[src/rtl/uart_autobaud_if.sv]
// Serial and byte-side signals of the autobauding UART.
// The slave side is the UART itself; the master side drives it.
interface uart_autobaud_if;
   logic       rxd;
   logic       txd;
   logic       dix;
   logic [7:0] id;
   logic       dox;
   logic [7:0] od;
   logic       cal;
   logic       ferr;
   logic       ovr;

   modport slave (
      input  rxd, dox, od,
      output txd, dix, id, cal, ferr, ovr
   );

   modport master (
      output rxd, dox, od,
      input  txd, dix, id, cal, ferr, ovr
   );
endinterface

[src/rtl/uart_autobaud.sv]
// UART that learns its bit period from the start bit of an 'a'/'i' byte.
// The receiver and the transmitter share only the measured bit period.
module uart_autobaud #(
   parameter int DIVW   = 16,
   parameter int MINDIV = 4
) (
   input logic           clk,
   input logic           nreset,
   uart_autobaud_if.slave u
);
   typedef enum logic [2:0] {UNCAL, MEAS, IDLE, DATA, STOP} rx_st_e;

   localparam logic [DIVW-1:0] CMAX = '1;
   localparam logic [DIVW-1:0] C1   = DIVW'(1);
   localparam logic [DIVW-1:0] CMIN = DIVW'(MINDIV);
   localparam logic [DIVW:0]   W1   = (DIVW+1)'(1);

   logic s1_q, rs_q, rsd_q;
   rx_st_e st_q, st_d;
   logic [DIVW-1:0] cnt_q, cnt_d;
   logic [DIVW-1:0] t_q, t_d;
   logic [DIVW:0] tmr_q, tmr_d;
   logic [2:0] bitn_q, bitn_d;
   logic strt_q, strt_d;
   logic [7:0] sh_q, sh_d;
   logic [7:0] id_q, id_d;
   logic dix_q, dix_d;
   logic ferr_q, ferr_d;
   logic cal_q, cal_d;

   logic tbusy_q, tbusy_d;
   logic [DIVW-1:0] tcnt_q, tcnt_d;
   logic [DIVW-1:0] tt_q, tt_d;
   logic [3:0] tbit_q, tbit_d;
   logic [7:0] tdat_q, tdat_d;
   logic txd_q, txd_d;
   logic hv_q, hv_d;
   logic [7:0] hold_q, hold_d;
   logic ovr_q, ovr_d;

   logic fall, tz, done, free, start;
   logic [DIVW:0] cx, tx1;
   logic [7:0] sbyte;

   assign fall = rsd_q & ~rs_q;
   assign tz   = (tmr_q == '0);
   assign cx   = {1'b0, cnt_q};
   assign tx1  = {1'b0, t_q};

   always_comb begin
      st_d   = st_q;
      cnt_d  = cnt_q;
      t_d    = t_q;
      tmr_d  = tmr_q;
      bitn_d = bitn_q;
      strt_d = strt_q;
      sh_d   = sh_q;
      id_d   = id_q;
      cal_d  = cal_q;
      dix_d  = 1'b0;
      ferr_d = 1'b0;
      unique case (st_q)
         UNCAL: begin
            if (fall) begin
               st_d  = MEAS;
               cnt_d = C1;
            end
         end
         MEAS: begin
            if (rs_q) begin
               if (cnt_q != CMAX && cnt_q >= CMIN) begin
                  // Line is now in bit0, which must be 1.
                  t_d    = cnt_q;
                  cal_d  = 1'b1;
                  sh_d   = 8'h80;
                  bitn_d = 3'd1;
                  strt_d = 1'b0;
                  tmr_d  = (cx >> 1) + cx - W1;
                  st_d   = DATA;
               end else begin
                  st_d = UNCAL;
               end
            end else if (cnt_q != CMAX) begin
               cnt_d = cnt_q + C1;
            end
         end
         IDLE: begin
            if (fall) begin
               st_d   = DATA;
               strt_d = 1'b1;
               tmr_d  = (tx1 >> 1) - W1;
            end
         end
         DATA: begin
            if (!tz) begin
               tmr_d = tmr_q - W1;
            end else if (strt_q) begin
               if (rs_q) begin
                  st_d = IDLE;
               end else begin
                  strt_d = 1'b0;
                  bitn_d = 3'd0;
                  tmr_d  = tx1 - W1;
               end
            end else begin
               sh_d  = {rs_q, sh_q[7:1]};
               tmr_d = tx1 - W1;
               if (bitn_q == 3'd7) st_d = STOP;
               else bitn_d = bitn_q + 3'd1;
            end
         end
         STOP: begin
            if (!tz) begin
               tmr_d = tmr_q - W1;
            end else if (rs_q) begin
               id_d  = sh_q;
               dix_d = 1'b1;
               st_d  = IDLE;
            end else begin
               // A low line that stays low is ignored until it rises.
               ferr_d = 1'b1;
               if (sh_q == 8'h00) begin
                  cal_d = 1'b0;
                  st_d  = UNCAL;
               end else begin
                  st_d = IDLE;
               end
            end
         end
         default: st_d = UNCAL;
      endcase
   end

   assign done = tbusy_q && tcnt_q == '0 && tbit_q == 4'd9;
   assign free = !tbusy_q || done;

   always_comb begin
      tbusy_d = tbusy_q;
      tcnt_d  = tcnt_q;
      tt_d    = tt_q;
      tbit_d  = tbit_q;
      tdat_d  = tdat_q;
      txd_d   = txd_q;
      hv_d    = hv_q;
      hold_d  = hold_q;
      ovr_d   = 1'b0;
      start   = 1'b0;
      sbyte   = 8'h00;
      if (tbusy_q && !done) begin
         if (tcnt_q == '0) begin
            tcnt_d = tt_q - C1;
            tbit_d = tbit_q + 4'd1;
            if (tbit_q == 4'd8) begin
               txd_d = 1'b1;
            end else begin
               txd_d  = tdat_q[0];
               tdat_d = tdat_q >> 1;
            end
         end else begin
            tcnt_d = tcnt_q - C1;
         end
      end
      if (done) begin
         tbusy_d = 1'b0;
         txd_d   = 1'b1;
      end
      if (free && hv_q && cal_q) begin
         start = 1'b1;
         sbyte = hold_q;
         hv_d  = 1'b0;
      end
      if (u.dox) begin
         if (!cal_q) begin
            ovr_d = 1'b1;
         end else if (free && !hv_q) begin
            start = 1'b1;
            sbyte = u.od;
         end else if (!hv_q) begin
            hv_d   = 1'b1;
            hold_d = u.od;
         end else begin
            ovr_d = 1'b1;
         end
      end
      // The running frame keeps tt_q; only the queued byte is lost.
      if (!cal_q) hv_d = 1'b0;
      if (start) begin
         tbusy_d = 1'b1;
         txd_d   = 1'b0;
         tcnt_d  = t_q - C1;
         tt_d    = t_q;
         tbit_d  = 4'd0;
         tdat_d  = sbyte;
      end
   end

   always_ff @(posedge clk or negedge nreset) begin
      if (!nreset) begin
         s1_q    <= 1'b1;
         rs_q    <= 1'b1;
         rsd_q   <= 1'b1;
         st_q    <= UNCAL;
         cnt_q   <= '0;
         t_q     <= '0;
         tmr_q   <= '0;
         bitn_q  <= 3'd0;
         strt_q  <= 1'b0;
         sh_q    <= 8'h00;
         id_q    <= 8'h00;
         dix_q   <= 1'b0;
         ferr_q  <= 1'b0;
         cal_q   <= 1'b0;
         tbusy_q <= 1'b0;
         tcnt_q  <= '0;
         tt_q    <= '0;
         tbit_q  <= 4'd0;
         tdat_q  <= 8'h00;
         txd_q   <= 1'b1;
         hv_q    <= 1'b0;
         hold_q  <= 8'h00;
         ovr_q   <= 1'b0;
      end else begin
         s1_q    <= u.rxd;
         rs_q    <= s1_q;
         rsd_q   <= rs_q;
         st_q    <= st_d;
         cnt_q   <= cnt_d;
         t_q     <= t_d;
         tmr_q   <= tmr_d;
         bitn_q  <= bitn_d;
         strt_q  <= strt_d;
         sh_q    <= sh_d;
         id_q    <= id_d;
         dix_q   <= dix_d;
         ferr_q  <= ferr_d;
         cal_q   <= cal_d;
         tbusy_q <= tbusy_d;
         tcnt_q  <= tcnt_d;
         tt_q    <= tt_d;
         tbit_q  <= tbit_d;
         tdat_q  <= tdat_d;
         txd_q   <= txd_d;
         hv_q    <= hv_d;
         hold_q  <= hold_d;
         ovr_q   <= ovr_d;
      end
   end

   assign u.txd  = txd_q;
   assign u.dix  = dix_q;
   assign u.id   = id_q;
   assign u.cal  = cal_q;
   assign u.ferr = ferr_q;
   assign u.ovr  = ovr_q;
endmodule

[src/flat_wrapper.sv]
// flat-port wrapper written by rule: the top's interface ports become plain ports
module uart_autobaud_flat 
#(
   parameter int DIVW   = 16,
   parameter int MINDIV = 4
)
  (clk, nreset, u_rxd, u_dox, u_od, u_txd, u_dix, u_id, u_cal, u_ferr, u_ovr);
  uart_autobaud_if u_i ();
  input logic clk;
  input logic nreset;
  input wire logic [$bits(u_i.rxd)-1:0] u_rxd;
  input wire logic [$bits(u_i.dox)-1:0] u_dox;
  input wire logic [$bits(u_i.od)-1:0] u_od;
  output wire logic [$bits(u_i.txd)-1:0] u_txd;
  output wire logic [$bits(u_i.dix)-1:0] u_dix;
  output wire logic [$bits(u_i.id)-1:0] u_id;
  output wire logic [$bits(u_i.cal)-1:0] u_cal;
  output wire logic [$bits(u_i.ferr)-1:0] u_ferr;
  output wire logic [$bits(u_i.ovr)-1:0] u_ovr;
  assign u_i.rxd = u_rxd;
  assign u_i.dox = u_dox;
  assign u_i.od = u_od;
  assign u_txd = u_i.txd;
  assign u_dix = u_i.dix;
  assign u_id = u_i.id;
  assign u_cal = u_i.cal;
  assign u_ferr = u_i.ferr;
  assign u_ovr = u_i.ovr;
  uart_autobaud #(.DIVW(DIVW), .MINDIV(MINDIV)) u_core (.clk(clk), .nreset(nreset), .u(u_i));
endmodule
[config.mk]
export PLATFORM = sky130hd
export DESIGN_NAME = uart_autobaud_flat
export DESIGN_NICKNAME = d
export VERILOG_FILES = /design/src/rtl/uart_autobaud_if.sv /design/src/rtl/uart_autobaud.sv /design/src/flat_wrapper.sv
export SDC_FILE = /design/constraint.sdc
export NUM_CORES = 1
export LEC_CHECK = 0
export ABC_AREA = 1
export BUFFER_PORTS_ARGS = -buffer_cell sky130_fd_sc_hd__buf_2
export CORE_MARGIN = 4
export CORE_UTILIZATION = 69
export CTS_CLUSTER_SIZE = 25
export DETAILED_ROUTE_END_ITERATION = 16
export GPL_ROUTABILITY_DRIVEN = 0
export PLACE_DENSITY_LB_ADDON = 0.12
export SETUP_SLACK_MARGIN = 0.1
export SYNTH_ARGS = -nofsm -noshare
export SYNTH_HDL_FRONTEND = slang
export SYNTH_SLANG_ARGS = --single-unit
[constraint.sdc]
create_clock -name clk -period 5.08 [get_ports clk]
set_input_delay 1.016 -clock clk [delete_from_list [all_inputs] [get_ports clk]]
set_output_delay 1.016 -clock clk [all_outputs]
set_load 0.03 [all_outputs]
==> results of run 1 <==
[worst max-delay path, cell delays in order (launching register included)]
cell      delay (ps)
dfrtp_1          370
inv_1             80
ha_1             170
and3_1           180
nand3_2           80
nand2_2          240
nand2_4          340
inv_1             90
buf_4            240
o21ai_0          900
inv_1            180
o211ai_1         150
o21ai_0          120
[cell usage after synthesis, types with 2 or more instances]
| cell | number |
|---|---|
| o31ai_1 | 5 |
| nor2_1 | 106 |
| a21oi_1 | 40 |
| o211ai_1 | 12 |
| clkinv_1 | 3 |
| nor2_4 | 11 |
| a211oi_1 | 2 |
| nand2_2 | 12 |
| inv_2 | 12 |
| buf_2 | 12 |
| o21ai_1 | 20 |
| nor4_1 | 2 |
| and2_1 | 2 |
| fa_1 | 2 |
| o21ai_0 | 120 |
| dfstp_2 | 4 |
| o21a_1 | 5 |
| nand3_1 | 88 |
| nor2_2 | 14 |
| o2111ai_1 | 9 |
| nand3_2 | 5 |
| a31oi_1 | 3 |
| nand4_1 | 13 |
| nor3_2 | 2 |
| nor3_1 | 12 |
| clkbuf_1 | 14 |
| xnor2_1 | 7 |
| buf_6 | 2 |
| nand2_4 | 2 |
| o221ai_1 | 6 |
| nand2_1 | 298 |
| or2_2 | 2 |
| ha_1 | 60 |
| inv_1 | 169 |
| xor2_1 | 33 |
| o21bai_1 | 7 |
| nand3b_1 | 5 |
| dfrtp_1 | 130 |
[area by class of cell]
class / instances / area share (%)
Multi-Input combinational cell: 917 / 50.1
Inverter: 185 / 6.86
Tap cell: 176 / 2.17
Clock buffer: 22 / 4.47
Clock inverter: 10 / 1.91
Timing Repair Buffer: 27 / 1.47
Sequential cell: 134 / 33.1
[state kept, by name, indices dropped and copies added (netlist names), 3 cells and up]
register and flops:
u_core.hold_q 8, u_core.st_q 3, u_core.bitn_q 3, u_core.tt_q 16
u_core.tmr_q 17, u_core.t_q 16, u_core.sh_q 8, u_core.tcnt_q 16
u_core.tdat_q 8, u_core.tbit_q 4, u_core.u.id 8, u_core.cnt_q 16
[report_power, final]
part           internal (µW)  switching [µW]
combinational           1020            2030
clock                    889             476
sequential              1390             263
total                   3300            2770
[through the flow]
stage / cells / util, % / total power, µW / hold WS (ps) / cell area, µm²
2_1_floorplan: 1266 / - / 3860 / 345 / 9300
3_3_place_gp: 1439 / 71.8 / 4540 / 346 / 9510
3_5_place_dp: 1439 / 71.8 / 4600 / 352 / 9510
4_1_cts: 1471 / 76.7 / 6010 / 360 / 10200
5_1_grt: 1471 / 76.7 / 6530 / 367 / 10200
6_report: 1471 / 76.7 / 6080 / 359 / 10200
[routing by layer]
layer | track usage [%] | share of wire [%] | vias to the layer above
met2 | 54.2 | 47 | 432
li1 | - | - | 4154
met3 | 6.68 | 8.5 | 96
met5 | 0 | 0 | -
met4 | 13.1 | 3.8 | 0
met1 | 42.3 | 41 | 4035
[cell families (layout without fill, tap and decap cells)]
logic type / Yosys count / after routing / synth area share, %
and+or+nand+nor: 575 / 575 / 27.5
AOI/OAI and AO/OA: 239 / 239 / 14.8
buffers and inverters: 215 / 244 / 9.19
DFF: 134 / 134 / 36.1
adders and majority gates: 62 / 62 / 8.50
xor gates and xnor gates: 40 / 40 / 3.77
muxes: 1 / 1 / 0.121
[worst min-delay path by stage]
stage	startpoint	to	slack, ps	depth (start not counted)
floorplan	u_core.s1_q	u_core.rs_q	350	0
global route	u_core.s1_q	u_core.rs_q	370	0
global placement	u_core.s1_q	u_core.rs_q	350	0
finish	u_core.s1_q	u_core.rs_q	360	0
CTS	u_core.s1_q	u_core.rs_q	360	0
detailed placement	u_core.s1_q	u_core.rs_q	350	0
==> flow_summary.yaml, run 1 <==
critical_path:
  r2r-end: "u_core.tdat_q[3]"
  ff2ff_path_depth: 12
  worstSetupStartpointType: "flip-flop"
  r2r-start: "u_core.tbit_q[1]"
  cp.arrival_ps: 3620
  r2r_setup_slack_ps: 1760
  crit_end: "u_core.tdat_q[3]"
  required_ps: 5380
  worstSetupPathType: "flip-flop to flip-flop"
  critPathLaunch: "u_core.tbit_q[1]"
  cp_max_fo: 32
  worst_setup_path_end_kind: "flip-flop"
synthesis:
  yosysTopAreaCellShare_pct: 35.0
  synthCells: 1266
  ys_types: 53
  synthTopCellsByArea: "dfrtp_1 (35%), nand2_1 (12%), ha_1 (8.1%)"
  yosysSeqAreaShare_pct: 36.1
  synthFlopType: "dfrtp_1"
  syn-cell-area_um2: 9300
  ys_ff_latch: 134
  synth_nets: 1340
  synth_edf_count: 0
  syn_area_per_cell_um2: 7.35
  yosysWarningCount: 0
  yosysTopAreaCell: "dfrtp_1"
  async_reset_ff_share_pct: 100
layout:
  final_common_cell: "nand2_1"
  layout_common_cells: "nand2_1 (298), inv_1 (169), dfrtp_1 (130)"
  drive_gt1_share_pct: 9.58
  fillers: 993
  nets: 1356
  diodes: 0
  multi_input_area_um2: 5090
  synthToLayoutAreaGrowth_pct: 9.24
  regArea_um2: 3360
clocking:
  cts_buffers: 17
  clk_pin_slew_ps: 60
  h-tree-depth: 4
  post_cts_buffers: 0
  ctsResizeCount: 0
  max-clock-path-buffers: 2
  cts_hold_buffers: 0
  cts_tree: "yes"
  cts_root_buffer: "clkbuf_16"
  cts.sinks: 134
  clk_latency_ps: 430
timing:
  clock_skew_ps: 10.4
  fin_ws_ps: 1760
  maxSlewViolCount: 0
  period_share_pct: 65.4
  slew_headroom_pct: 24.4
  rsz0062_at_grt: "false"
  tns_ps: 0
  tightest_slew_ps: 1120
  setup_viol: 0
  hold_viol: 0
  timing.fmax_ghz: 0.301
  post-route-min-period_ps: 3320
floorplanning:
  die_width_um: 124
  die_h_um: 124
  placementRows: 42
  pin_count: 25
  dieArea_um2: 15400
  coreArea_um2: 13200
  start_util_pct: 70.2
min_path:
  hold_path.class: "flip-flop to flip-flop"
routing:
  drt-total-wl_um: 24000
  drt_iter0_drc: 1090
  vias: 8717
  post_drt_wl_per_cell_um: 16.3
  vias_per_cell: 5.93
  dr.pass1.iters: 6
  final_antenna_net_count: 0
  drc: 0
global_route:
  gr-total-overflow: 0
  antenna_found_initial: 0
  grt_max_degree: 106
  grt_use_total_pct: 32.8
  grt_pass1_vias: 8239
  grt_pass1_wl_um: 39400
place:
  dp_slack_ps: 1430
  hpwl_um: 17300
  io_buffers: 24
power_and_ir_drop:
  max-vdd-ir-drop_mv: 0.456
  power_density_nw_per_um2: 598
  leakagePower_uw: 0.00521
flow_run:
  drv_cap: 0
outcome:
  outcome: "finished clean"
No activity file was read; power rests on OpenSTA's default activity.
==> inputs of run 2 (changes only) <==
- CORE_UTILIZATION: 69 -> 64
- clock period: 5.08 -> 3.5 ns (I/O delays scaled with it)
==> flow_summary.yaml, run 2 (synthesized netlist as in run 1, its figures left out) <==
clocking:
  ctsResizeCount: 0
  clk_pin_slew_ps: 60
  h-tree-depth: 4
  cts_hold_buffers: 0
  cts_root_buffer: "clkbuf_16"
  clk_latency_ps: 420
  max-clock-path-buffers: 2
  cts.sinks: 134
  post_cts_buffers: 0
  cts_buffers: 17
  cts_tree: "yes"
min_path:
  hold_path.class: "flip-flop to flip-flop"
  hold_path_end: "u_core.rs_q"
  holdPathStages: 0
  worstHoldStart: "u_core.s1_q"
timing:
  clock_skew_ps: 8.59
  maxSlewViolCount: 0
  post-route-min-period_ps: 2840
  hold_viol: 0
  tightest_slew_ps: 1040
  tns_ps: 0
  period_share_pct: 81.3
  setup_viol: 0
  timing.fmax_ghz: 0.352
  fin_ws_ps: 656
  slew_headroom_pct: 30.6
  rsz0062_at_grt: "false"
global_route:
  grt_max_degree: 119
  grt_pass1_wl_um: 40300
  grt_pass1_vias: 8282
  met1_usage_pct: 39.7
  grt-busiest-layer: "met2"
  gr-total-overflow: 0
  use_met3_pct: 5.19
  grt_use_total_pct: 30.4
  grt_use_met2_pct: 50.1
  antenna_found_initial: 0
power_and_ir_drop:
  power.internal_uw: 4670
  combPwrFrac_pct: 50.8
  leakagePower_uw: 0.00525
  pwr-share-clk_pct: 21.6
  swShare_pct: 45.6
  power_frac_seq_pct: 27.6
  net-switching-power_uw: 3910
  power_density_nw_per_um2: 840
  max-vdd-ir-drop_mv: 0.547
routing:
  drt_iter0_drc: 742
  drt-total-wl_um: 24100
  drc: 0
  vias_per_cell: 5.79
  final_antenna_net_count: 0
  dr.pass1.iters: 7
  vias: 8609
  post_drt_wl_per_cell_um: 16.2
floorplanning:
  die_width_um: 129
  start_util_pct: 66.2
  coreArea_um2: 14000
  placementRows: 43
  die_h_um: 129
  dieArea_um2: 16500
  pin_count: 25
place:
  hpwl_um: 17800
  io_buffers: 24
  dp_slack_ps: 644
layout:
  regArea_um2: 3360
  final_common_cell: "nand2_1"
  diodes: 0
  fillers: 1113
  drive_gt1_share_pct: 10.6
  fin_util_pct: 72.8
  nets: 1369
  largest-register: "u_core.tmr_q"
  layout_common_cells: "nand2_1 (298), inv_1 (169), dfrtp_1 (130)"
  multi_input_area_um2: 5090
  synthToLayoutAreaGrowth_pct: 9.92
  largest_register_ffs: 17
critical_path:
  worstSetupPathType: "flip-flop to flip-flop"
  r2r_setup_slack_ps: 660
  r2r-start: "u_core.cnt_q[2]"
  ff2ff_path_depth: 14
  r2r-end: "u_core.tmr_q[11]"
  worstSetupStartpointType: "flip-flop"
  cp.arrival_ps: 3200
  worst_setup_path_end_kind: "flip-flop"
  required_ps: 3860
  cp_max_fo: 5
outcome:
  outcome: "finished clean"
flow_run:
  drv_cap: 0
==> run 2: worst max-delay path by stage <==
stage / startpoint / endpoint / slack [ps] / depth (start not counted)
5_1_grt: u_core.cnt_q[2] / u_core.tmr_q[15] / 420 / 17
6_report: u_core.cnt_q[2] / u_core.tmr_q[11] / 660 / 14
2_1_floorplan: u_core.cnt_q[2] / u_core.tmr_q[11] / 1070 / 14
3_3_place_gp: u_dox / u_core.tcnt_q[8] / 700 / 15
4_1_cts: u_core.cnt_q[2] / u_core.tmr_q[11] / 690 / 14
3_5_place_dp: u_dox / u_core.tcnt_q[8] / 640 / 15
==> run 2: power groups by stage <==
stage          Combinational (µW)  Clock (µW)  Sequential, µW
6_report                     4360        1850            2370
5_1_grt                      4910        1940            2420
4_1_cts                      4280        1870            2360
3_5_place_dp                 4230           0            2380
3_3_place_gp                 4170           0            2370
2_1_floorplan                3290           0            2310
==> run 2: worst max-delay path, stage by stage, from the launching register on <==
cell and delay (ps):
dfrtp_1 410, inv_1 150, ha_1 250, inv_1 60, ha_1 180, inv_1 70
fa_1 420, nand3b_1 180, nand3_1 190, a21oi_1 140, o21a_1 210, or2_2 280
nand3_1 80, nand3_1 90, nand2_1 80
==> run 2: stage by stage <==
stage / instance area, µm² / power (µW) / std cells / hold slack [ps]
floorplan: 9300 / 5600 / 1266 / 345
global placement: 9610 / 6530 / 1456 / 345
CTS: 10200 / 8510 / 1488 / 360
global route: 10200 / 9270 / 1488 / 366
detailed placement: 9610 / 6610 / 1456 / 350
finish: 10200 / 8580 / 1488 / 364
==> run 2: per-layer routing <==
layer / vias to the layer above / wire, µm
met5: - / 0
met3: 73 / 1630
met4: 0 / 896
met1: 4014 / 10200
li1: 4182 / -
met2: 340 / 11300
==> run 2: layout make-up <==
| class | instances | area share (%) |
|---|---|---|
| clock buffer | 22 | 4.54 |
| multi-input combinational | 917 | 49.8 |
| sequential | 134 | 32.9 |
| timing repair buffer | 40 | 2.41 |
| clock inverter | 10 | 1.41 |
| inverter | 185 | 6.82 |
| tap | 180 | 2.20 |
==> inputs of run 3 (changes only) <==
- CORE_UTILIZATION: 64 -> 58
- clock period: 3.5 -> 2.4 ns (I/O delays scaled with it)
==> flow_summary.yaml, run 3 (synthesized netlist as in run 1, its figures left out) <==
layout:
  synthToLayoutAreaGrowth_pct: 30.3
  fin_area_um2: 12100
  nets: 1489
  diodes: 0
  largest_register_ffs: 17
  largest-register: "u_core.tmr_q"
  fillers: 1094
  final_common_cell: "nand2_1"
  layout_common_cells: "nand2_1 (266), inv_1 (141), dfrtp_1 (130)"
  fin_util_pct: 76.8
  drive_gt1_share_pct: 28.4
global_route:
  grt_use_met2_pct: 48.7
  use_met3_pct: 5.18
  grt_max_degree: 62
  grt_use_total_pct: 28.7
  grt_pass1_wl_um: 41600
  grt_pass1_vias: 8635
  grt-busiest-layer: "met2"
  met1_usage_pct: 35.5
  gr-total-overflow: 0
  antenna_found_initial: 0
clocking:
  clk_latency_ps: 440
  cts_root_buffer: "clkbuf_16"
  cts_tree: "yes"
  h-tree-depth: 4
  cts_buffers: 17
  cts.sinks: 134
  max-clock-path-buffers: 2
  clk_pin_slew_ps: 70
timing:
  timing.fmax_ghz: 0.401
  post-route-min-period_ps: 2500
  hold_ws_ps: 134
  setup_viol: 2
  hold_viol: 0
  period_share_pct: 104
  rsz0062_at_grt: "true"
  fin_ws_ps: -95.5
  maxSlewViolCount: 0
  slew_headroom_pct: 64.4
  clock_skew_ps: 10.8
  tightest_slew_ps: 534
min_path:
  worstHoldStart: "u_rxd"
  hold_path_end: "u_core.s1_q"
  holdPathStages: 1
  hold_path.class: "primary input to flip-flop"
routing:
  drt-total-wl_um: 29200
  vias: 9527
  post_drt_wl_per_cell_um: 17.8
  dr.pass1.iters: 5
  final_antenna_net_count: 0
  drt_iter0_drc: 936
  vias_per_cell: 5.80
  drc: 0
flow_run:
  drv_cap: 0
power_and_ir_drop:
  total_power_uw: 15000
  leakagePower_uw: 0.00601
  power_density_nw_per_um2: 1240
  max-vdd-ir-drop_mv: 0.856
floorplanning:
  coreArea_um2: 15800
  pin_count: 25
  start_util_pct: 59.0
  dieArea_um2: 18100
  die_width_um: 135
  placementRows: 46
  die_h_um: 135
outcome:
  outcome: "finished with violations"
  violations: "setup timing"
critical_path:
  r2r-start: "u_core.tcnt_q[6]"
  cpPeakStageDelay_ps: 430
  required_ps: 2740
  r2r_setup_slack_ps: -100
  path_cells: "nor2_1 > nand2_1 > nor2_4 > nand3_4 > nand2_4 > nand2_8 > nand2_4 > o21ai_4 > inv_2 > ha_4 > nand3_4 > buf_6 > nor3_4 > nand2_1 > a31oi_1"
  r2r-end: "u_core.tcnt_q[6]"
  cp_max_fo: 6
  worst_setup_path_end_kind: "flip-flop"
  worstSetupPathType: "flip-flop to flip-flop"
  worstSetupStartpointType: "flip-flop"
  cp.depth: 15
  cp.arrival_ps: 2840
  slowest_stage: "dfrtp_1"
  path_buf_inv: 2
  ff2ff_path_depth: 15
  critPathTopFamily: "simple AND/OR/NAND/NOR gates"
place:
  dp_slack_ps: -11.8
  hpwl_um: 18500
  io_buffers: 24
  dpl-instance-area_um2: 10200
==> run 3: cell types whose count changed in the layout (fill, tap and decap cells not counted), sizes merged <==
cell / previous run / this run
buf: 40 / 150
inv: 184 / 190
clkinvlp: 3 / 5
dlygate4sd3: 0 / 1
nand2: 312 / 313
==> run 3: final cells by class <==
class / count / area (µm²) / area share (%)
Timing Repair inverter: 3 / 22.5 / 0.186
Multi-Input combinational cell: 918 / 5830 / 48.1
Tap cell: 216 / 270 / 2.23
Clock inverter: 15 / 191 / 1.58
Inverter: 185 / 711 / 5.87
Timing Repair Buffer: 156 / 1310 / 10.8
Sequential cell: 134 / 3360 / 27.7
Clock buffer: 17 / 425 / 3.51
==> run 3: where the power goes <==
part / internal [µW] / switching [µW]
clock: 1660 / 1120
combinational: 3520 / 5250
sequential: 2940 / 516
total: 8120 / 6880
==> run 3: through the flow <==
| step | cells | TNS [ps] |
|---|---|---|
| after floorplan | 1266 | 0 |
| after global placement | 1556 | 0 |
| after detailed placement | 1556 | -25.4 |
| after CTS | 1601 | 0 |
| after global routing | 1644 | -1300 |
| final | 1644 | -100 |
==> run 3: metal layers <==
layer	vias up	part of all wire [%]
li1	4437	-
met1	4463	39
met2	482	48
met3	145	6.6
met4	0	5.8
met5	-	0
==> run 3: timing repair <==
item | in CTS | in global routing
buffers inserted | 9 | 36
endpoints found under the hold margin | 26 | 0
hold buffers | 1 | 0
cloned | 3 | 7
pin swaps | 9 | 63
resized for setup | 37 | 168
setup endpoints to repair | 47 | 74
==> run 3: worst max path at each step <==
stage	start	endpoint	slack, ps
final	u_core.tcnt_q[6]	u_core.tcnt_q[6]	-100
after global routing	u_core.tcnt_q[6]	u_core.tcnt_q[6]	-170
after global placement	u_core.cnt_q[12]	u_core.tmr_q[16]	20
after floorplan	u_core.cnt_q[2]	u_core.tmr_q[11]	110
after CTS	u_core.cnt_q[4]	u_core.tmr_q[10]	90
after detailed placement	u_core.cnt_q[8]	u_core.tmr_q[12]	-10
